### src/rtl/cla_pipe_adder_pkg.sv
// Shared types, default geometry and the legality check for the pipelined CLA adder.
package cla_pkg;

  typedef enum logic {
    ADD = 1'b0,
    SUB = 1'b1
  } cla_op_e;

  localparam int CLA_DEF_WIDTH  = 32;
  localparam int CLA_DEF_GROUP  = 4;
  localparam int CLA_DEF_STAGES = 2;

  // WIDTH must split evenly into STAGES slices of whole GROUP-bit leaf blocks.
  function automatic bit cla_check(input int width, input int stages, input int group);
    if (width < 1 || stages < 1 || group < 1) return 1'b0;
    if (width % (stages * group) != 0) return 1'b0;
    return (stages <= width / group);
  endfunction

endpackage

### src/rtl/cla_pipe_adder_if.sv
// Operand-issue and writeback handshake bundle for cla_pipe_adder.
interface cla_pipe_adder_if
  import cla_pkg::*;
#(
  parameter int WIDTH = CLA_DEF_WIDTH
);
  logic             in_valid;
  logic             in_ready;
  logic [WIDTH-1:0] in_a;
  logic [WIDTH-1:0] in_b;
  logic             in_cin;
  logic             in_sub;
  logic             out_valid;
  logic             out_ready;
  logic [WIDTH-1:0] out_sum;
  logic             out_cout;
  logic             out_ovf;

  modport master (
    output in_valid, in_a, in_b, in_cin, in_sub, out_ready,
    input  in_ready, out_valid, out_sum, out_cout, out_ovf
  );

  modport slave (
    input  in_valid, in_a, in_b, in_cin, in_sub, out_ready,
    output in_ready, out_valid, out_sum, out_cout, out_ovf
  );
endinterface

### src/rtl/cla_pipe_adder_group.sv
// GROUP-bit combinational carry-lookahead leaf: sum bits plus group propagate/generate.
module cla_group #(
  parameter int GROUP = 4
) (
  input  logic [GROUP-1:0] a,
  input  logic [GROUP-1:0] b,
  input  logic             ci,
  output logic [GROUP-1:0] s,
  output logic             pg,
  output logic             gg
);
  logic [GROUP-1:0] p;
  logic [GROUP-1:0] g;
  logic [GROUP-1:0] c;
  logic             t_c;
  logic             t_g;

  assign p  = a ^ b;
  assign g  = a & b;
  assign pg = &p;
  assign s  = p ^ c;

  always_comb begin
    c   = '0;
    t_c = 1'b0;
    for (int i = 0; i < GROUP; i++) begin
      t_c = ci;
      for (int m = 0; m < i; m++) t_c = t_c & p[m];
      c[i] = t_c;
      for (int j = 0; j < i; j++) begin
        t_c = g[j];
        for (int m = j + 1; m < i; m++) t_c = t_c & p[m];
        c[i] = c[i] | t_c;
      end
    end
  end

  // Kept apart from the carry block so gg never appears to depend on ci.
  always_comb begin
    gg  = 1'b0;
    t_g = 1'b0;
    for (int j = 0; j < GROUP; j++) begin
      t_g = g[j];
      for (int m = j + 1; m < GROUP; m++) t_g = t_g & p[m];
      gg = gg | t_g;
    end
  end
endmodule

### src/rtl/cla_pipe_adder.sv
// Pipelined carry-lookahead add/subtract unit, one slice per stage with skewed operands/results.
// Optional signed-overflow output is built only when CLA_PIPE_OVF_EN is defined.
module cla_pipe_adder
  import cla_pkg::*;
#(
  parameter int WIDTH  = CLA_DEF_WIDTH,
  parameter int GROUP  = CLA_DEF_GROUP,
  parameter int STAGES = CLA_DEF_STAGES
) (
  input  logic                 clk,
  input  logic                 rst_n,
  cla_pipe_adder_if.slave      bus
);
  localparam int SEG = WIDTH / STAGES;
  localparam int NG  = SEG / GROUP;

  if (!cla_check(WIDTH, STAGES, GROUP)) begin : g_bad_cfg
    $error("cla_pipe_adder: WIDTH must be a multiple of STAGES*GROUP with STAGES <= WIDTH/GROUP");
  end

  function automatic logic [NG:0] group_carries(input logic [NG-1:0] p,
                                                input logic [NG-1:0] g,
                                                input logic          ci);
    logic [NG:0] c;
    logic        t;
    c = '0;
    for (int i = 0; i <= NG; i++) begin
      t = ci;
      for (int m = 0; m < i; m++) t = t & p[m];
      c[i] = t;
      for (int j = 0; j < i; j++) begin
        t = g[j];
        for (int m = j + 1; m < i; m++) t = t & p[m];
        c[i] = c[i] | t;
      end
    end
    return c;
  endfunction

  cla_op_e          op;
  logic             en;
  logic             cin_eff;
  logic [WIDTH-1:0] b_eff;
  logic [WIDTH-1:0] sum_out;
  logic [STAGES:0]  vld;
  logic [STAGES:0]  carry_q;
  logic [STAGES-1:0] slice_cout;

  // Subtraction is folded in at the input so later stages only ever add.
  assign op      = cla_op_e'(bus.in_sub);
  assign b_eff   = (op == SUB) ? ~bus.in_b : bus.in_b;
  assign cin_eff = (op == SUB) ? ~bus.in_cin : bus.in_cin;

  assign en            = !vld[STAGES] || bus.out_ready;
  assign bus.in_ready  = en;
  assign bus.out_valid = vld[STAGES];
  assign bus.out_sum   = sum_out;
  assign bus.out_cout  = carry_q[STAGES];

  always_ff @(posedge clk or negedge rst_n) begin
    if (!rst_n) begin
      vld     <= '0;
      carry_q <= '0;
    end else if (en) begin
      vld     <= {vld[STAGES-1:0], bus.in_valid};
      carry_q <= {slice_cout, cin_eff};
    end
  end

`ifdef CLA_PIPE_OVF_EN
  logic ovf_next;
  logic ovf_q;

  always_ff @(posedge clk or negedge rst_n) begin
    if (!rst_n) begin
      ovf_q <= 1'b0;
    end else if (en) begin
      ovf_q <= ovf_next;
    end
  end

  assign bus.out_ovf = ovf_q;
`else
  assign bus.out_ovf = 1'b0;
`endif

  for (genvar s = 0; s < STAGES; s++) begin : g_slice
    logic [SEG-1:0] a_d [s+1];
    logic [SEG-1:0] b_d [s+1];
    logic [SEG-1:0] r_d [STAGES-s];
    logic [SEG-1:0] sum_c;
    logic [NG-1:0]  pg;
    logic [NG-1:0]  gg;
    logic [NG:0]    gc;

    // Operands wait s cycles for their carry; results wait until the top slice is done.
    always_ff @(posedge clk or negedge rst_n) begin
      if (!rst_n) begin
        for (int j = 0; j <= s; j++) begin
          a_d[j] <= '0;
          b_d[j] <= '0;
        end
        for (int j = 0; j < STAGES - s; j++) r_d[j] <= '0;
      end else if (en) begin
        a_d[0] <= bus.in_a[s*SEG +: SEG];
        b_d[0] <= b_eff[s*SEG +: SEG];
        for (int j = 1; j <= s; j++) begin
          a_d[j] <= a_d[j-1];
          b_d[j] <= b_d[j-1];
        end
        r_d[0] <= sum_c;
        for (int j = 1; j < STAGES - s; j++) r_d[j] <= r_d[j-1];
      end
    end

    for (genvar g = 0; g < NG; g++) begin : g_grp
      cla_group #(.GROUP(GROUP)) u_grp (
        .a  (a_d[s][g*GROUP +: GROUP]),
        .b  (b_d[s][g*GROUP +: GROUP]),
        .ci (gc[g]),
        .s  (sum_c[g*GROUP +: GROUP]),
        .pg (pg[g]),
        .gg (gg[g])
      );
    end

    assign gc                    = group_carries(pg, gg, carry_q[s]);
    assign slice_cout[s]         = gc[NG];
    assign sum_out[s*SEG +: SEG] = r_d[STAGES-1-s];

`ifdef CLA_PIPE_OVF_EN
    if (s == STAGES - 1) begin : g_ovf
      assign ovf_next = gc[NG] ^ (a_d[s][SEG-1] ^ b_d[s][SEG-1] ^ sum_c[SEG-1]);
    end
`endif
  end
endmodule

### src/flat_wrapper.sv
// flat-port wrapper written by rule: the top's interface ports become plain ports
module cla_pipe_adder_flat import cla_pkg::*;
#(
  parameter int WIDTH  = CLA_DEF_WIDTH,
  parameter int GROUP  = CLA_DEF_GROUP,
  parameter int STAGES = CLA_DEF_STAGES
)
  (clk, rst_n, bus_in_valid, bus_in_a, bus_in_b, bus_in_cin, bus_in_sub, bus_out_ready, bus_in_ready, bus_out_valid, bus_out_sum, bus_out_cout, bus_out_ovf);
  cla_pipe_adder_if #(.WIDTH(WIDTH)) bus_i ();
  input  logic clk;
  input  logic rst_n;
  input wire logic [$bits(bus_i.in_valid)-1:0] bus_in_valid;
  input wire logic [$bits(bus_i.in_a)-1:0] bus_in_a;
  input wire logic [$bits(bus_i.in_b)-1:0] bus_in_b;
  input wire logic [$bits(bus_i.in_cin)-1:0] bus_in_cin;
  input wire logic [$bits(bus_i.in_sub)-1:0] bus_in_sub;
  input wire logic [$bits(bus_i.out_ready)-1:0] bus_out_ready;
  output wire logic [$bits(bus_i.in_ready)-1:0] bus_in_ready;
  output wire logic [$bits(bus_i.out_valid)-1:0] bus_out_valid;
  output wire logic [$bits(bus_i.out_sum)-1:0] bus_out_sum;
  output wire logic [$bits(bus_i.out_cout)-1:0] bus_out_cout;
  output wire logic [$bits(bus_i.out_ovf)-1:0] bus_out_ovf;
  assign bus_i.in_valid = bus_in_valid;
  assign bus_i.in_a = bus_in_a;
  assign bus_i.in_b = bus_in_b;
  assign bus_i.in_cin = bus_in_cin;
  assign bus_i.in_sub = bus_in_sub;
  assign bus_i.out_ready = bus_out_ready;
  assign bus_in_ready = bus_i.in_ready;
  assign bus_out_valid = bus_i.out_valid;
  assign bus_out_sum = bus_i.out_sum;
  assign bus_out_cout = bus_i.out_cout;
  assign bus_out_ovf = bus_i.out_ovf;
  cla_pipe_adder #(.WIDTH(WIDTH), .GROUP(GROUP), .STAGES(STAGES)) u_core (.clk(clk), .rst_n(rst_n), .bus(bus_i));
endmodule
### config.mk
export PLATFORM = sky130hd
export DESIGN_NAME = cla_pipe_adder_flat
export DESIGN_NICKNAME = d
export VERILOG_FILES = /design/src/rtl/cla_pipe_adder_pkg.sv /design/src/rtl/cla_pipe_adder_if.sv /design/src/rtl/cla_pipe_adder_group.sv /design/src/rtl/cla_pipe_adder.sv /design/src/flat_wrapper.sv
export SDC_FILE = /design/constraint.sdc
export NUM_CORES = 1
export LEC_CHECK = 0
export CAP_MARGIN = 20
export CORE_ASPECT_RATIO = 0.7
export CORE_MARGIN = 4
export CORE_UTILIZATION = 50
export DETAILED_ROUTE_END_ITERATION = 7
export PLACE_DENSITY = 0.77
export SLEW_MARGIN = 20
export SYNTH_ARGS = -nofsm -noshare
export SYNTH_HDL_FRONTEND = slang
export SYNTH_HIERARCHICAL = 1
export SYNTH_SLANG_ARGS = --single-unit
export TNS_END_PERCENT = 10
### constraint.sdc
create_clock -name clk -period 2.6 [get_ports clk]
set_input_delay 0.39 -clock clk [delete_from_list [all_inputs] [get_ports clk]]
set_output_delay 0.39 -clock clk [all_outputs]
set_load 0.01 [all_outputs]
# --- After elaboration in Yosys (flattened, before gate mapping) ---
# Cells that the tools add are included.
word_totals:
  word_cells: 233
  regBits: 150
  out_inout_bits: 36
op_classes:
  muxes: 2
  reduce_logical: 10
  n_bitwise: 210
ops:
  columns: ["cell", "n"]
  rows:
  - ["$and A1 B1 Y1", 92]
  - ["$or A1 B1 Y1", 92]
  - ["$xor A4 B4 Y4", 16]
  - ["$and A4 B4 Y4", 8]
  - ["$mux W32", 1]
  - ["$not A32 Y32", 1]
  - ["$reduce_and A4 Y1", 8]
  - ["$logic_not A1 Y1", 1]
  - ["$logic_or A1 B1 Y1", 1]
  - ["$mux W1", 1]
  - ["$not A1 Y1", 1]

# --- Logic depth before layout (Yosys ltp) ---
# Gate-level depths: netlist of the first run.
depth:
  ltp_word: 19
  mapped_depth: 11
  ltp_nobuf: 11

# --- Hierarchy ---
# The synthesis of the first run kept the hierarchy.
modules_own_cells:
  columns: ["module", "seq_area_each_um2", "instances", "cells_each", "area_each_um2"]
  rows:
  - ["cla_pipe_adder", 3753.6, 1, 427, 6411.1]
  - ["cla_group (u_core.g_slice[0].g_grp[3].u_grp ...)", 0.0, 5, 23, 180.2]
  - ["cla_group (u_core.g_slice[0].g_grp[0].u_grp ...)", 0.0, 3, 19, 165.2]

# --- Worst setup path before layout of the first run ---
# Ideal clock, no wire load.
synth_timing:
  kind: "register -> register"
  start: "register u_core/g_slice[0].a_d[1] in the netlist's numbering"
  end: "register u_core/g_slice[0].r_d[31] in the netlist's numbering"
  path_slack_ns: 0.138
  stages_incl_launch_ff: 11
  period_less_slack_ns: 2.462
  n_path_buf: 0
  arrival_ns: 2.337
  setup_ns: 0.125
  path_cell_list: "dfrtp_1 -> ha_1 -> and4_2 -> a21o_1 -> a21o_1 -> a21o_1 -> ha_1 -> o211ai_1 -> nand2_1 -> xor2_1 -> mux2_2"
synth_between:
  word_cells_on_any_way: 26
  cone_classes: "25 x bitwise; 1 x reduce/logical"
synth_rtl:
  columns: ["item", "line", "text"]
  rows:
  - ["from (decl)", "cla_pipe_adder.sv:88", "logic [SEG-1:0] a_d [s+1];"]
  - ["from (signal, indexed assignment)", "cla_pipe_adder.sv:108", "a_d[j] <= a_d[j-1];"]
  - ["$xor A4 B4 Y4", "cla_pipe_adder_group.sv:18", "assign p = a ^ b;"]
  - ["$reduce_and A4 Y1", "cla_pipe_adder_group.sv:20", "assign pg = &p;"]
  - ["net u_core.g_slice[0].pg[0]", "cla_pipe_adder.sv:92", "logic [NG-1:0] pg;"]
  - ["$and A1 B1 Y1 (3 in series)", "cla_pipe_adder.sv:29", "for (int m = 0; m < i; m++) t = t & p[m];"]
  - ["$or A1 B1 Y1 (3 in series)", "cla_pipe_adder.sv:34", "c[i] = c[i] | t;"]
  - ["net u_core.g_slice[0].gc[3]", "cla_pipe_adder.sv:94", "logic [NG:0] gc;"]
  - ["$and A1 B1 Y1 (3 in series)", "cla_pipe_adder_group.sv:28", "for (int m = 0; m < i; m++) t_c = t_c & p[m];"]
  - ["$or A1 B1 Y1 (3 in series)", "cla_pipe_adder_group.sv:33", "c[i] = c[i] | t_c;"]
  - ["$xor A4 B4 Y4", "cla_pipe_adder_group.sv:21", "assign s = p ^ c;"]
  - ["net u_core.g_slice[0].sum_c[15]", "cla_pipe_adder.sv:91", "logic [SEG-1:0] sum_c;"]
  - ["to (decl)", "cla_pipe_adder.sv:90", "logic [SEG-1:0] r_d [STAGES-s];"]
# The timed path passes the listed nets, and every way through them passes these cells.
# A chain may end at the register's enable or synchronous reset.

# --- Final worst setup path of the first run ---
layout_timing:
  start: "register u_core/g_slice[1].b_d[3] in the netlist's numbering"
  end: "register u_core/g_slice[1].r_d[15] in the netlist's numbering"
layout_between:
  elab_chain_cells: 17
  word_cells_on_any_way: 24
  cone_classes: "23 x bitwise; 1 x reduce/logical"
layout_lines:
  columns: ["item", "line", "text"]
  rows:
  - ["from (decl)", "cla_pipe_adder.sv:89", "logic [SEG-1:0] b_d [s+1];"]
  - ["from (signal, indexed assignment)", "cla_pipe_adder.sv:109", "b_d[j] <= b_d[j-1];"]
  - ["$xor A4 B4 Y4", "cla_pipe_adder_group.sv:18", null]
  - ["$and A1 B1 Y1", "cla_pipe_adder_group.sv:44", "for (int m = j + 1; m < GROUP; m++) t_g = t_g & p[m];"]
  - ["$or A1 B1 Y1 (2 in series)", "cla_pipe_adder_group.sv:45", "gg = gg | t_g;"]
  - ["$or A1 B1 Y1 *", "cla_pipe_adder_group.sv:45", null]
  - ["net u_core.g_slice[1].gg[0]", "cla_pipe_adder.sv:93", "logic [NG-1:0] gg;"]
  - ["$and A1 B1 Y1 * (2 in series)", "cla_pipe_adder.sv:33", "for (int m = j + 1; m < i; m++) t = t & p[m];"]
  - ["$or A1 B1 Y1 * (3 in series)", "cla_pipe_adder.sv:34", null]
  - ["net u_core.g_slice[1].gc[3]", "cla_pipe_adder.sv:94", null]
  - ["$and A1 B1 Y1 * (3 in series)", "cla_pipe_adder_group.sv:28", null]
  - ["$or A1 B1 Y1 * (3 in series)", "cla_pipe_adder_group.sv:33", null]
  - ["$xor A4 B4 Y4 *", "cla_pipe_adder_group.sv:21", null]
  - ["net u_core.g_slice[1].sum_c[15]", "cla_pipe_adder.sv:91", null]
  - ["to (decl)", "cla_pipe_adder.sv:90", null]
# The timed path passes the listed nets; every way through them passes the cells marked *.

==> impl_metrics.prom, run 1 <==
# TYPE chip_impl_metric gauge
chip_impl_info{name="yosys.area.top_type",value="sky130_fd_sc_hd__dfrtp_1"} 1
chip_impl_metric{name="share_of_the_synthesized_area_in_the_top_cell_type",unit="%"} 48.1
chip_impl_metric{name="synth.avg_cell_area",unit="µm²"} 13.0
chip_impl_metric{name="detail_route.vias_per_cell",unit=""} 5.13
chip_impl_metric{name="yosys_register_bits",unit=""} 150
chip_impl_metric{name="ff2ff_setup_slack",unit="ns"} 0.08
chip_impl_metric{name="remaining_global_route_overflow",unit=""} 0
chip_impl_metric{name="floorplan.die.height",unit="µm"} 113
chip_impl_metric{name="totalNegativeSetupSlack",unit="ns"} 0
chip_impl_metric{name="total_leakage_power",unit="nW"} 4.38
chip_impl_metric{name="core",unit="mm²"} 0.0150
chip_impl_metric{name="chipWidth",unit="µm"} 157
chip_impl_metric{name="grt_first_pass_wirelength",unit="µm"} 25400
chip_impl_metric{name="switching_power_total",unit="mW"} 3.66
chip_impl_metric{name="place.gp.congestion",unit=""} 0.831
chip_impl_info{name="startpoint",value="u_core/g_slice[1].b_d[3]"} 1
chip_impl_info{name="r2r-end",value="u_core/g_slice[1].r_d[15]"} 1
chip_impl_metric{name="design_area",unit="mm²"} 0.00966
chip_impl_metric{name="critical_path_required",unit="ns"} 2.90
chip_impl_metric{name="comb_power_share",unit="%"} 43.6
chip_impl_metric{name="achievable-frequency",unit="MHz"} 397
chip_impl_info{name="synth_common_cells",value="sky130_fd_sc_hd__dfrtp_1 (150), sky130_fd_sc_hd__mux2_4 (87), sky130_fd_sc_hd__a21oi_1 (57), sky130_fd_sc_hd__xnor2_1 (46), sky130_fd_sc_hd__nor2_1 (43)"} 1
chip_impl_metric{name="max_slew_margin",unit="%"} 62.5
chip_impl_metric{name="final_cell_count_no_fill",unit=""} 906
chip_impl_metric{name="placed_cells_incl_taps",unit=""} 869
chip_impl_info{name="cts_tree",value="yes"} 1
chip_impl_info{name="root_buffer",value="sky130_fd_sc_hd__clkbuf_16"} 1
chip_impl_metric{name="finish.net_count",unit=""} 816
chip_impl_metric{name="internal-power",unit="mW"} 7.74
chip_impl_info{name="launch_point_of_the_worst_reg_to_reg_path",value="u_core/g_slice[1].b_d[3]"} 1
chip_impl_metric{name="via_count_of_the_first_global_routing_pass",unit=""} 5031
chip_impl_metric{name="placed_cell_area",unit="mm²"} 0.00889
chip_impl_metric{name="critPathMaxFanout",unit=""} 4
chip_impl_metric{name="synth_area",unit="mm²"} 0.00781
chip_impl_metric{name="post_route_cells_drive_above_1_share",unit="%"} 25.7
chip_impl_metric{name="gr-usage-all-layers",unit="%"} 18.0
chip_impl_info{name="worst_setup_path_endpoint",value="u_core/g_slice[1].r_d[15]"} 1
chip_impl_metric{name="grt_start_max_net_pins",unit=""} 89
chip_impl_metric{name="design.die.area",unit="mm²"} 0.0177
chip_impl_metric{name="routedWlPerCell",unit="µm"} 17.1
chip_impl_metric{name="clock_tree.htree_level_count",unit=""} 4
chip_impl_metric{name="cts.sink_count",unit=""} 150
chip_impl_metric{name="synth_edf_count",unit=""} 0
chip_impl_metric{name="dpl.hpwl",unit="µm"} 10700
chip_impl_metric{name="post-route-drc-count",unit=""} 0
chip_impl_metric{name="route.vias.total",unit=""} 4645
chip_impl_metric{name="insertion_delay",unit="ns"} 0.42
chip_impl_metric{name="cap_viol_max_count",unit=""} 0
chip_impl_metric{name="layout.area.seq",unit="mm²"} 0.00375
chip_impl_metric{name="cts_max_path_buffers",unit=""} 2
chip_impl_metric{name="finalCritPeriodShare",unit="%"} 96.9
chip_impl_metric{name="clock_power_share",unit="%"} 23.2
chip_impl_metric{name="rr_worst_depth",unit=""} 11
chip_impl_metric{name="hold_violations",unit=""} 0
chip_impl_info{name="status",value="completed"} 1
chip_impl_info{name="synth.most_common_cell",value="sky130_fd_sc_hd__dfrtp_1"} 1
chip_impl_info{name="synthTopCellsByArea",value="sky130_fd_sc_hd__dfrtp_1 (48%), sky130_fd_sc_hd__mux2_4 (17%), sky130_fd_sc_hd__ha_1 (6.4%), sky130_fd_sc_hd__xnor2_1 (5.2%), sky130_fd_sc_hd__mux2_2 (3.9%)"} 1
chip_impl_metric{name="final_util",unit="%"} 64.4
chip_impl_info{name="min_path_type",value="flop to flop"} 1
chip_impl_info{name="worstSetupStartpointType",value="flop"} 1
chip_impl_info{name="critical_path_class",value="flop to flop"} 1
chip_impl_metric{name="synth_seq_area_share",unit="%"} 48.1
chip_impl_info{name="synthFlopType",value="sky130_fd_sc_hd__dfrtp_1"} 1
chip_impl_metric{name="port_buffers",unit=""} 104
chip_impl_metric{name="unique_cell_type_count_in_the_yosys_netlist",unit=""} 24
chip_impl_metric{name="grt_antenna_before_repair",unit=""} 0
chip_impl_metric{name="vdd_ir_drop_max",unit="mV"} 0.485
chip_impl_metric{name="starting_density_of_the_core",unit="%"} 52.1
chip_impl_metric{name="num_antenna_cells",unit=""} 0
chip_impl_metric{name="syn_to_final_growth",unit="%"} 23.7
chip_impl_metric{name="clk_pin_slew_worst_paths",unit="ns"} 0.06
chip_impl_metric{name="numCtsBuffers",unit=""} 17
chip_impl_metric{name="synthesis.nets",unit=""} 717
chip_impl_metric{name="powerDensity",unit="mW/mm²"} 1180
chip_impl_info{name="timing.critical_path.to_type",value="flop"} 1
chip_impl_metric{name="count_of_antenna_violating_nets_left_after_detailed_routing",unit=""} 0
chip_impl_info{name="timing.hold.worst.start",value="u_core/vld[1]"} 1
chip_impl_metric{name="ioPinCount",unit=""} 106
chip_impl_metric{name="switching_share",unit="%"} 32.1
chip_impl_metric{name="wl",unit="µm"} 15500
chip_impl_metric{name="count_of_endpoints_failing_setup_in_the_final_report",unit=""} 0
chip_impl_metric{name="finalClockSkew",unit="ns"} 0.0123
chip_impl_metric{name="postSynthCellCount",unit=""} 599
chip_impl_metric{name="fill_cells",unit=""} 1096
chip_impl_metric{name="seq_pwr_share",unit="%"} 33.2
chip_impl_metric{name="first_pass_iters",unit=""} 4
chip_impl_metric{name="core.rowCount",unit=""} 37
chip_impl_metric{name="synth_async_sr_flop_share",unit="%"} 100
chip_impl_metric{name="worst-slew-pin-transition",unit="ns"} 0.563
chip_impl_metric{name="final_period_demand_of_the_worst_path",unit="ns"} 2.52
chip_impl_metric{name="multiInputGateArea",unit="mm²"} 0.00373
chip_impl_metric{name="synth.yosys.warnings",unit=""} 6
chip_impl_metric{name="initialDrtViolationCount",unit=""} 274
chip_impl_metric{name="worst_ep_arrival_time",unit="ns"} 2.82
chip_impl_metric{name="timing_max_transition_violations_final",unit=""} 0
## cell usage in the layout, fill, tap and decap left out, drive strengths merged, types with 20 or more instances in the layout
master,instances
nand2,20
dfrtp,150
mux2,114
ha,40
xnor2,46
a21oi,57
nor2,43
clkdlybuf4s50,102
inv,24
## flip-flops by register name, indices dropped and copies added, names as in the netlist
register            cells
u_core/g_slice.a_d     48
u_core/g_slice.b_d     48
u_core/g_slice.r_d     32
u_core/bus.out_sum     16
u_core/carry_q          3
u_core/vld              3
## metrics by stage
stage | hold WS (ns) | worst slack (ns) | total power [mW]
after floorplan | 0.0944 | 0.138 | 7.20
after global placement | 0.396 | 0.0789 | 8.30
after detailed placement | 0.401 | -0.00806 | 8.53
after CTS | 0.478 | 0.00366 | 11.3
after global routing | 0.516 | -0.00558 | 12.1
final | 0.468 | 0.0811 | 11.4
## area by class of cell
cell class / count / area share [%]
Clock buffer: 18 / 4.55
Clock inverter: 14 / 2.06
Inverter: 22 / 0.855
Multi-Input combinational cell: 386 / 38.7
Sequential cell: 150 / 38.9
Tap cell: 195 / 2.53
Timing Repair Buffer: 121 / 12.5
## critical path: stages, from the launching register on
cell,delay (ns)
sky130_fd_sc_hd__dfrtp_1,0.41
sky130_fd_sc_hd__ha_4,0.27
sky130_fd_sc_hd__a21oi_2,0.15
sky130_fd_sc_hd__o21ai_0,0.10
sky130_fd_sc_hd__a21o_1,0.20
sky130_fd_sc_hd__a21o_1,0.22
sky130_fd_sc_hd__a21o_1,0.19
sky130_fd_sc_hd__ha_2,0.19
sky130_fd_sc_hd__o211ai_1,0.17
sky130_fd_sc_hd__nand2_1,0.08
sky130_fd_sc_hd__xor2_1,0.14
sky130_fd_sc_hd__mux2_2,0.26
## power by group through the flow
stage | sequential (mW) | combinational (mW) | clock [mW]
final | 3.78 | 4.97 | 2.64
after global routing | 3.89 | 5.38 | 2.80
after CTS | 3.78 | 4.83 | 2.68
after detailed placement | 3.78 | 4.75 | 0
after global placement | 3.74 | 4.55 | 0
after floorplan | 3.64 | 3.56 | 0
## metal layers
layer	GRT usage (%)	wire (µm)
met1	24.2	7280
met2	29.0	7520
met3	3.82	500
met4	6.19	229
met5	0	0
## kinds of logic after synthesis
logic type | count (synthesis) | synth area share, %
compound gates | 91 | 6.63
xor+xnor | 57 | 6.39
fa+ha+maj | 48 | 8.46
buf+inv | 63 | 5.26
flops | 150 | 48.1
mux | 114 | 20.6
other cells | 1 | 0.0480
simple gates | 75 | 4.50
## what timing repair did
action                     CTS  global route
hold buffers                 1             0
setup endpoints to repair    6             8
hold endpoints to repair    59             0
resized for setup            4             7
pin swaps                    0             6
setup buffers                0             4
gates cloned                 0             0
## worst min-delay path by stage
stage | to | cells past startpoint
2_1_floorplan | u_core/bus.out_sum[0] | 0
3_3_place_gp | u_core/g_slice[1].a_d[27] | 1
3_5_place_dp | u_core/g_slice[1].a_d[27] | 1
4_1_cts | u_core/vld[2] | 1
5_1_grt | u_core/vld[2] | 1
6_report | u_core/vld[2] | 1
Note: power is estimated with default switching activity, not from simulation.
==> inputs of run 2 (changes only) <==
--- a/constraint.sdc
+++ b/constraint.sdc
@@ -3,2 +3,2 @@
 set_output_delay 0.39 -clock clk [all_outputs]
-set_load 0.01 [all_outputs]
+set_load 0.005 [all_outputs]
==> run 2 against run 1 <==
  * First-iteration DRC count rose by 11%
  * Critical path type unchanged
  * Wire length down 4.3%
  * Global-route usage down 0.46 points
  * Largest cell class unchanged
  * Sequential cell count is the same
  * Non-clock buffer count is the same
==> impl_metrics.prom, run 2 (synthesis gave the netlist of run 1 again) <==
# TYPE chip_impl_metric gauge
chip_impl_metric{name="route.vias.total",unit=""} 4632
chip_impl_metric{name="first_pass_iters",unit=""} 4
chip_impl_metric{name="final_util",unit="%"} 64.1
chip_impl_info{name="status",value="completed"} 1
chip_impl_info{name="worstSetupStartpointType",value="flop"} 1
chip_impl_info{name="largest_registers",value="u_core/g_slice.a_d (48), u_core/g_slice.b_d (48), u_core/g_slice.r_d (32)"} 1
chip_impl_metric{name="gr-usage-all-layers",unit="%"} 17.5
chip_impl_metric{name="count_of_antenna_violating_nets_left_after_detailed_routing",unit=""} 0
chip_impl_metric{name="routedWlPerCell",unit="µm"} 16.4
chip_impl_metric{name="total_leakage_power",unit="nW"} 4.36
chip_impl_metric{name="place.gp.congestion",unit=""} 0.808
chip_impl_metric{name="critical_path_required",unit="ns"} 2.89
chip_impl_metric{name="timing_max_transition_violations_final",unit=""} 0
chip_impl_metric{name="core.rowCount",unit=""} 37
chip_impl_metric{name="grt_antenna_before_repair",unit=""} 0
chip_impl_metric{name="cts_max_path_buffers",unit=""} 2
chip_impl_metric{name="placed_cells_incl_taps",unit=""} 868
chip_impl_metric{name="count_of_endpoints_failing_setup_in_the_final_report",unit=""} 0
chip_impl_metric{name="clock_tree.htree_level_count",unit=""} 4
chip_impl_metric{name="post-layout-total-power",unit="mW"} 11.0
chip_impl_metric{name="finalCritPeriodShare",unit="%"} 97.0
chip_impl_metric{name="whs",unit="ns"} 0.461
chip_impl_metric{name="insertion_delay",unit="ns"} 0.41
chip_impl_metric{name="vdd_ir_drop_max",unit="mV"} 0.379
chip_impl_metric{name="finalClockSkew",unit="ns"} 0.00864
chip_impl_metric{name="remaining_global_route_overflow",unit=""} 0
chip_impl_metric{name="cap_viol_max_count",unit=""} 0
chip_impl_metric{name="grt_first_pass_wirelength",unit="µm"} 24900
chip_impl_metric{name="final_period_demand_of_the_worst_path",unit="ns"} 2.52
chip_impl_metric{name="grt_start_max_net_pins",unit=""} 90
chip_impl_metric{name="dpl.hpwl",unit="µm"} 10500
chip_impl_metric{name="initialDrtViolationCount",unit=""} 304
chip_impl_metric{name="starting_density_of_the_core",unit="%"} 52.1
chip_impl_metric{name="worst-slew-pin-transition",unit="ns"} 0.579
chip_impl_metric{name="finish.net_count",unit=""} 816
chip_impl_metric{name="achievable-frequency",unit="MHz"} 397
chip_impl_metric{name="core",unit="mm²"} 0.0150
chip_impl_metric{name="post_route_cells_drive_above_1_share",unit="%"} 25.0
chip_impl_metric{name="post-route-drc-count",unit=""} 0
chip_impl_metric{name="cts.sink_count",unit=""} 150
chip_impl_metric{name="clk_pin_slew_worst_paths",unit="ns"} 0.06
chip_impl_info{name="root_buffer",value="sky130_fd_sc_hd__clkbuf_16"} 1
chip_impl_metric{name="chipWidth",unit="µm"} 157
chip_impl_info{name="timing.critical_path.to_type",value="flop"} 1
chip_impl_metric{name="hold_violations",unit=""} 0
chip_impl_metric{name="worst_ep_arrival_time",unit="ns"} 2.81
chip_impl_info{name="final_common_cell",value="sky130_fd_sc_hd__dfrtp_1"} 1
chip_impl_metric{name="ff2ff_setup_slack",unit="ns"} 0.08
chip_impl_metric{name="port_buffers",unit=""} 104
chip_impl_metric{name="floorplan.die.height",unit="µm"} 113
chip_impl_info{name="cts_tree",value="yes"} 1
chip_impl_metric{name="wl",unit="µm"} 14900
chip_impl_metric{name="num_antenna_cells",unit=""} 0
chip_impl_metric{name="syn_to_final_growth",unit="%"} 23.1
chip_impl_info{name="min_path_type",value="input port to asynchronous set/reset pin"} 1
chip_impl_metric{name="final_cell_count_no_fill",unit=""} 906
chip_impl_metric{name="numCtsBuffers",unit=""} 17
chip_impl_info{name="grt_setup_unrepaired",value="yes"} 1
chip_impl_metric{name="critPathMaxFanout",unit=""} 4
chip_impl_metric{name="via_count_of_the_first_global_routing_pass",unit=""} 4977
chip_impl_metric{name="ioPinCount",unit=""} 106
chip_impl_metric{name="powerDensity",unit="mW/mm²"} 1150
chip_impl_info{name="critical_path_class",value="flop to flop"} 1
chip_impl_info{name="layout.cells.most_common_list",value="sky130_fd_sc_hd__dfrtp_1 (150), sky130_fd_sc_hd__clkdlybuf4s50_1 (102), sky130_fd_sc_hd__mux2_4 (87), sky130_fd_sc_hd__a21oi_1 (56), sky130_fd_sc_hd__xnor2_1 (46)"} 1
chip_impl_metric{name="max_slew_margin",unit="%"} 61.4
chip_impl_metric{name="detail_route.vias_per_cell",unit=""} 5.11
chip_impl_metric{name="design.die.area",unit="mm²"} 0.0177
## run 2: cell types whose count changed in the layout (fill, tap and decap cells not counted)
cell / change
sky130_fd_sc_hd__a21oi_2: -2
sky130_fd_sc_hd__a21oi_1: +2
sky130_fd_sc_hd__bufinv_16: -1
sky130_fd_sc_hd__clkbuf_1: +3
sky130_fd_sc_hd__clkinv_2: +1
sky130_fd_sc_hd__clkinv_4: -3
## run 2: final cells by class
cell class,instances,area [µm²]
Tap cell,195,244
Clock buffer,21,450
Sequential cell,150,3750
Inverter,22,82.6
Timing Repair Buffer,121,1200
Fill cell,1096,5390
Clock inverter,11,148
Multi-Input combinational cell,386,3720
## run 2: report_power, final
group          internal (mW)  switching [mW]
clock                   1.54           0.937
sequential              3.18           0.600
combinational           2.91            1.88
## run 2: repair_timing
action	4_1_cts	5_1_grt
hold buffers	1	0
setup endpoints to repair	5	6
pin swaps	1	7
endpoints found under the hold margin	44	0
gates resized for setup	5	4
buffers inserted	0	5
## run 2: stage by stage
stage	cell area (µm²)	TNS, ns	setup slack, ns
5_1_grt	9610	-0.0201	-0.0162
4_1_cts	9530	0	0.0235
2_1_floorplan	7810	0	0.138
3_5_place_dp	8880	-0.0945	-0.0767
6_report	9610	0	0.0780
3_3_place_gp	8880	0	0.0777
## run 2: worst max-delay path, stage by stage, from the launching register on
cell,delay [ns]
sky130_fd_sc_hd__dfrtp_1,0.42
sky130_fd_sc_hd__ha_4,0.27
sky130_fd_sc_hd__a21oi_1,0.14
sky130_fd_sc_hd__o21ai_0,0.10
sky130_fd_sc_hd__a21o_1,0.19
sky130_fd_sc_hd__a21o_1,0.19
sky130_fd_sc_hd__a21o_1,0.20
sky130_fd_sc_hd__ha_1,0.21
sky130_fd_sc_hd__o211ai_1,0.19
sky130_fd_sc_hd__nand2_1,0.08
sky130_fd_sc_hd__xor2_1,0.15
sky130_fd_sc_hd__mux2_2,0.27
## run 2: path summary, 6_finish.rpt
check	cells after the start	end	startpoint
worst max-delay path	11	u_core/g_slice[0].r_d[31]	u_core/g_slice[0].a_d[3]
worst min-delay path	2	u_core/g_slice[1].a_d[27]	rst_n
worst max register to register	11	u_core/g_slice[0].r_d[31]	u_core/g_slice[0].a_d[3]
worst min register to register	1	u_core/vld[2]	u_core/vld[1]
max in group asynchronous	3	u_core/vld[0]	rst_n
min in group clk	1	u_core/vld[2]	u_core/vld[1]
## run 2: per-layer routing
layer / GRT usage, % / vias up / part of all wire, %
li1: - / 2240 / -
met1: 24.2 / 2293 / 47
met2: 27.4 / 85 / 48
met3: 4.05 / 14 / 3.5
met4: 5.67 / 0 / 1.4
met5: 0 / - / 0
==> inputs of run 3 (changes only) <==
- CORE_ASPECT_RATIO: 0.7 -> 1.2
==> run 3 against run 2 <==
  * Final cell count is 1.2% higher
  * First-iteration DRC count shrank 25%
  * Utilization is 0.20 points lower
  * Via count increased by 3.1%
  * Setup slack improved by 0.023 ns
  * Total power is 0.24% higher
  * Clock-buffer cell count decreased by 1
  * Critical path depth is 1 lower
  * Highest routed layer unchanged
==> impl_metrics.prom, run 3 (synthesis gave the netlist of run 1 again) <==
# TYPE chip_impl_metric gauge
chip_impl_metric{name="post-route-drc-count",unit=""} 0
chip_impl_info{name="highest_layer",value="met4"} 1
chip_impl_info{name="root_buffer",value="sky130_fd_sc_hd__clkbuf_16"} 1
chip_impl_metric{name="final_util",unit="%"} 63.9
chip_impl_metric{name="core",unit="mm²"} 0.0151
chip_impl_metric{name="grt_start_max_net_pins",unit=""} 72
chip_impl_metric{name="cap_viol_max_count",unit=""} 0
chip_impl_metric{name="timing_max_transition_violations_final",unit=""} 0
chip_impl_metric{name="total_leakage_power",unit="nW"} 4.37
chip_impl_metric{name="insertion_delay",unit="ns"} 0.42
chip_impl_metric{name="finish.net_count",unit=""} 819
chip_impl_metric{name="hold_violations",unit=""} 0
chip_impl_metric{name="cts.sink_count",unit=""} 150
chip_impl_metric{name="cts_max_path_buffers",unit=""} 2
chip_impl_metric{name="powerDensity",unit="mW/mm²"} 1140
chip_impl_metric{name="routedLengthMet1",unit="µm"} 6690
chip_impl_metric{name="max_slew_margin",unit="%"} 59.5
chip_impl_metric{name="ioPinCount",unit=""} 106
chip_impl_metric{name="num_antenna_cells",unit=""} 0
chip_impl_metric{name="initialDrtViolationCount",unit=""} 229
chip_impl_info{name="critical_path_class",value="flop to flop"} 1
chip_impl_metric{name="grt_first_pass_wirelength",unit="µm"} 25200
chip_impl_metric{name="grt_antenna_before_repair",unit=""} 0
chip_impl_metric{name="worst_ep_arrival_time",unit="ns"} 2.80
chip_impl_metric{name="design_area",unit="mm²"} 0.00967
chip_impl_info{name="layout.cells.most_common_list",value="sky130_fd_sc_hd__dfrtp_1 (150), sky130_fd_sc_hd__clkdlybuf4s50_1 (102), sky130_fd_sc_hd__mux2_4 (87), sky130_fd_sc_hd__a21oi_1 (53), sky130_fd_sc_hd__xnor2_1 (46)"} 1
chip_impl_metric{name="place.gp.congestion",unit=""} 0.782
chip_impl_metric{name="met3_wirelength",unit="µm"} 506
chip_impl_metric{name="setup_ws",unit="ns"} 0.101
chip_impl_metric{name="detail_route.vias_per_cell",unit=""} 5.21
chip_impl_metric{name="final_period_demand_of_the_worst_path",unit="ns"} 2.50
chip_impl_metric{name="floorplan.die.height",unit="µm"} 145
chip_impl_metric{name="count_of_endpoints_failing_setup_in_the_final_report",unit=""} 0
chip_impl_metric{name="finalClockSkew",unit="ns"} 0.0120
chip_impl_metric{name="numCtsBuffers",unit=""} 17
chip_impl_metric{name="clk_pin_slew_worst_paths",unit="ns"} 0.06
chip_impl_metric{name="dpl.hpwl",unit="µm"} 10500
chip_impl_info{name="cts_tree",value="yes"} 1
chip_impl_metric{name="count_of_antenna_violating_nets_left_after_detailed_routing",unit=""} 0
chip_impl_metric{name="design.die.area",unit="mm²"} 0.0177
chip_impl_metric{name="syn_to_final_growth",unit="%"} 23.9
chip_impl_metric{name="worst-slew-pin-transition",unit="ns"} 0.607
chip_impl_metric{name="core.rowCount",unit=""} 49
chip_impl_metric{name="dp_worst_setup_slack",unit="ns"} -0.0243
chip_impl_info{name="largest_registers",value="u_core/g_slice.a_d (48), u_core/g_slice.b_d (48), u_core/g_slice.r_d (32)"} 1
chip_impl_info{name="final_common_cell",value="sky130_fd_sc_hd__dfrtp_1"} 1
chip_impl_info{name="status",value="completed"} 1
chip_impl_metric{name="placed_cell_area",unit="mm²"} 0.00894
chip_impl_metric{name="port_buffers",unit=""} 104
chip_impl_metric{name="first_pass_iters",unit=""} 4
chip_impl_metric{name="fill_cells",unit=""} 1156
chip_impl_metric{name="via_count_of_the_first_global_routing_pass",unit=""} 5144
chip_impl_metric{name="chipWidth",unit="µm"} 122
chip_impl_info{name="timing.critical_path.to_type",value="flop"} 1
chip_impl_metric{name="wl_met2",unit="µm"} 7940
chip_impl_metric{name="totalNegativeSetupSlack",unit="ns"} 0
chip_impl_metric{name="critical_path_required",unit="ns"} 2.90
chip_impl_metric{name="post_route_cells_drive_above_1_share",unit="%"} 25.9
chip_impl_metric{name="critPathMaxFanout",unit=""} 3
chip_impl_metric{name="starting_density_of_the_core",unit="%"} 51.6
chip_impl_metric{name="gr-usage-all-layers",unit="%"} 18.0
chip_impl_metric{name="vdd_ir_drop_max",unit="mV"} 0.553
chip_impl_metric{name="achievable-frequency",unit="MHz"} 400
chip_impl_info{name="min_path_type",value="flop to flop"} 1
chip_impl_metric{name="route.vias.total",unit=""} 4774
chip_impl_info{name="worstSetupStartpointType",value="flop"} 1
chip_impl_metric{name="wl",unit="µm"} 15300
chip_impl_metric{name="clock_tree.htree_level_count",unit=""} 4
chip_impl_metric{name="remaining_global_route_overflow",unit=""} 0
chip_impl_metric{name="finalCritPeriodShare",unit="%"} 96.1
chip_impl_metric{name="routedWlPerCell",unit="µm"} 16.7
==> run 3: cell types whose count changed in the layout (fill, tap and decap cells not counted), sizes merged <==
cell / previous run / this run
buf: 18 / 21
clkbuf: 21 / 20
clkinv: 2 / 3
inv: 24 / 23
==> run 3: worst max-delay path, cell delays in order, from the launching register on <==
cell                       delay (ns)
sky130_fd_sc_hd__dfrtp_1         0.40
sky130_fd_sc_hd__ha_1            0.34
sky130_fd_sc_hd__and4_2          0.23
sky130_fd_sc_hd__a21o_1          0.19
sky130_fd_sc_hd__a21o_1          0.19
sky130_fd_sc_hd__a21o_1          0.20
sky130_fd_sc_hd__ha_2            0.19
sky130_fd_sc_hd__o211ai_1        0.17
sky130_fd_sc_hd__nand2_1         0.09
sky130_fd_sc_hd__xor2_1          0.14
sky130_fd_sc_hd__mux2_2          0.26
==> run 3: path summary, 6_finish.rpt <==
check	startpoint	cells after the start	end	slack, ns
worst max register to register	u_core/g_slice[1].a_d[0]	10	u_core/g_slice[1].r_d[15]	0.10
min in group asynchronous	rst_n	2	u_core/g_slice[1].a_d[27]	0.51
worst min-delay path	u_core/vld[1]	1	u_core/vld[2]	0.47
worst min register to register	u_core/vld[1]	1	u_core/vld[2]	0.47
worst max-delay path	u_core/g_slice[1].a_d[0]	10	u_core/g_slice[1].r_d[15]	0.10
max in group asynchronous	rst_n	3	u_core/g_slice[1].a_d[30]	1.32
==> run 3: timing repair <==
action / CTS / global route
buffers inserted: 1 / 2
gates resized for setup: 2 / 13
pin swaps: 0 / 3
hold buffers: 1 / 0
hold endpoints to repair: 61 / 0
setup endpoints to repair: 3 / 10
==> run 3: area by class of cell <==
class | instances | area, µm² | area share [%]
clock buffers | 20 | 437 | 4.52
clock inverters | 11 | 151 | 1.57
inverters | 22 | 82.6 | 0.854
multi-input cells | 386 | 3750 | 38.8
flip-flops and latches | 150 | 3750 | 38.8
well taps | 204 | 255 | 2.64
repair buffers | 124 | 1240 | 12.8
==> run 3: per-stage QoR <==
step / std cells / power (mW) / hold slack, ns
floorplan: 599 / 7.09 / 0.0944
global placement: 882 / 8.18 / 0.405
detailed placement: 882 / 8.43 / 0.410
CTS: 915 / 11.0 / 0.481
global route: 917 / 11.8 / 0.511
finish: 917 / 11.1 / 0.471
==> run 3: power breakdown <==
group          total [mW]  leakage [nW]  switching (mW)  internal, mW
Combinational        4.85          2.37            1.93          2.92
Sequential           3.76          1.73           0.584          3.18
Clock                2.46         0.273           0.954          1.51
Total                11.1          4.37            3.46          7.60
==> run 3: layer usage <==
metal / vias up / global-route usage [%]
li1: 2240 / -
met2: 107 / 31.5
met1: 2403 / 22.6
met4: 0 / 6.25
met5: - / 0
met3: 24 / 3.30
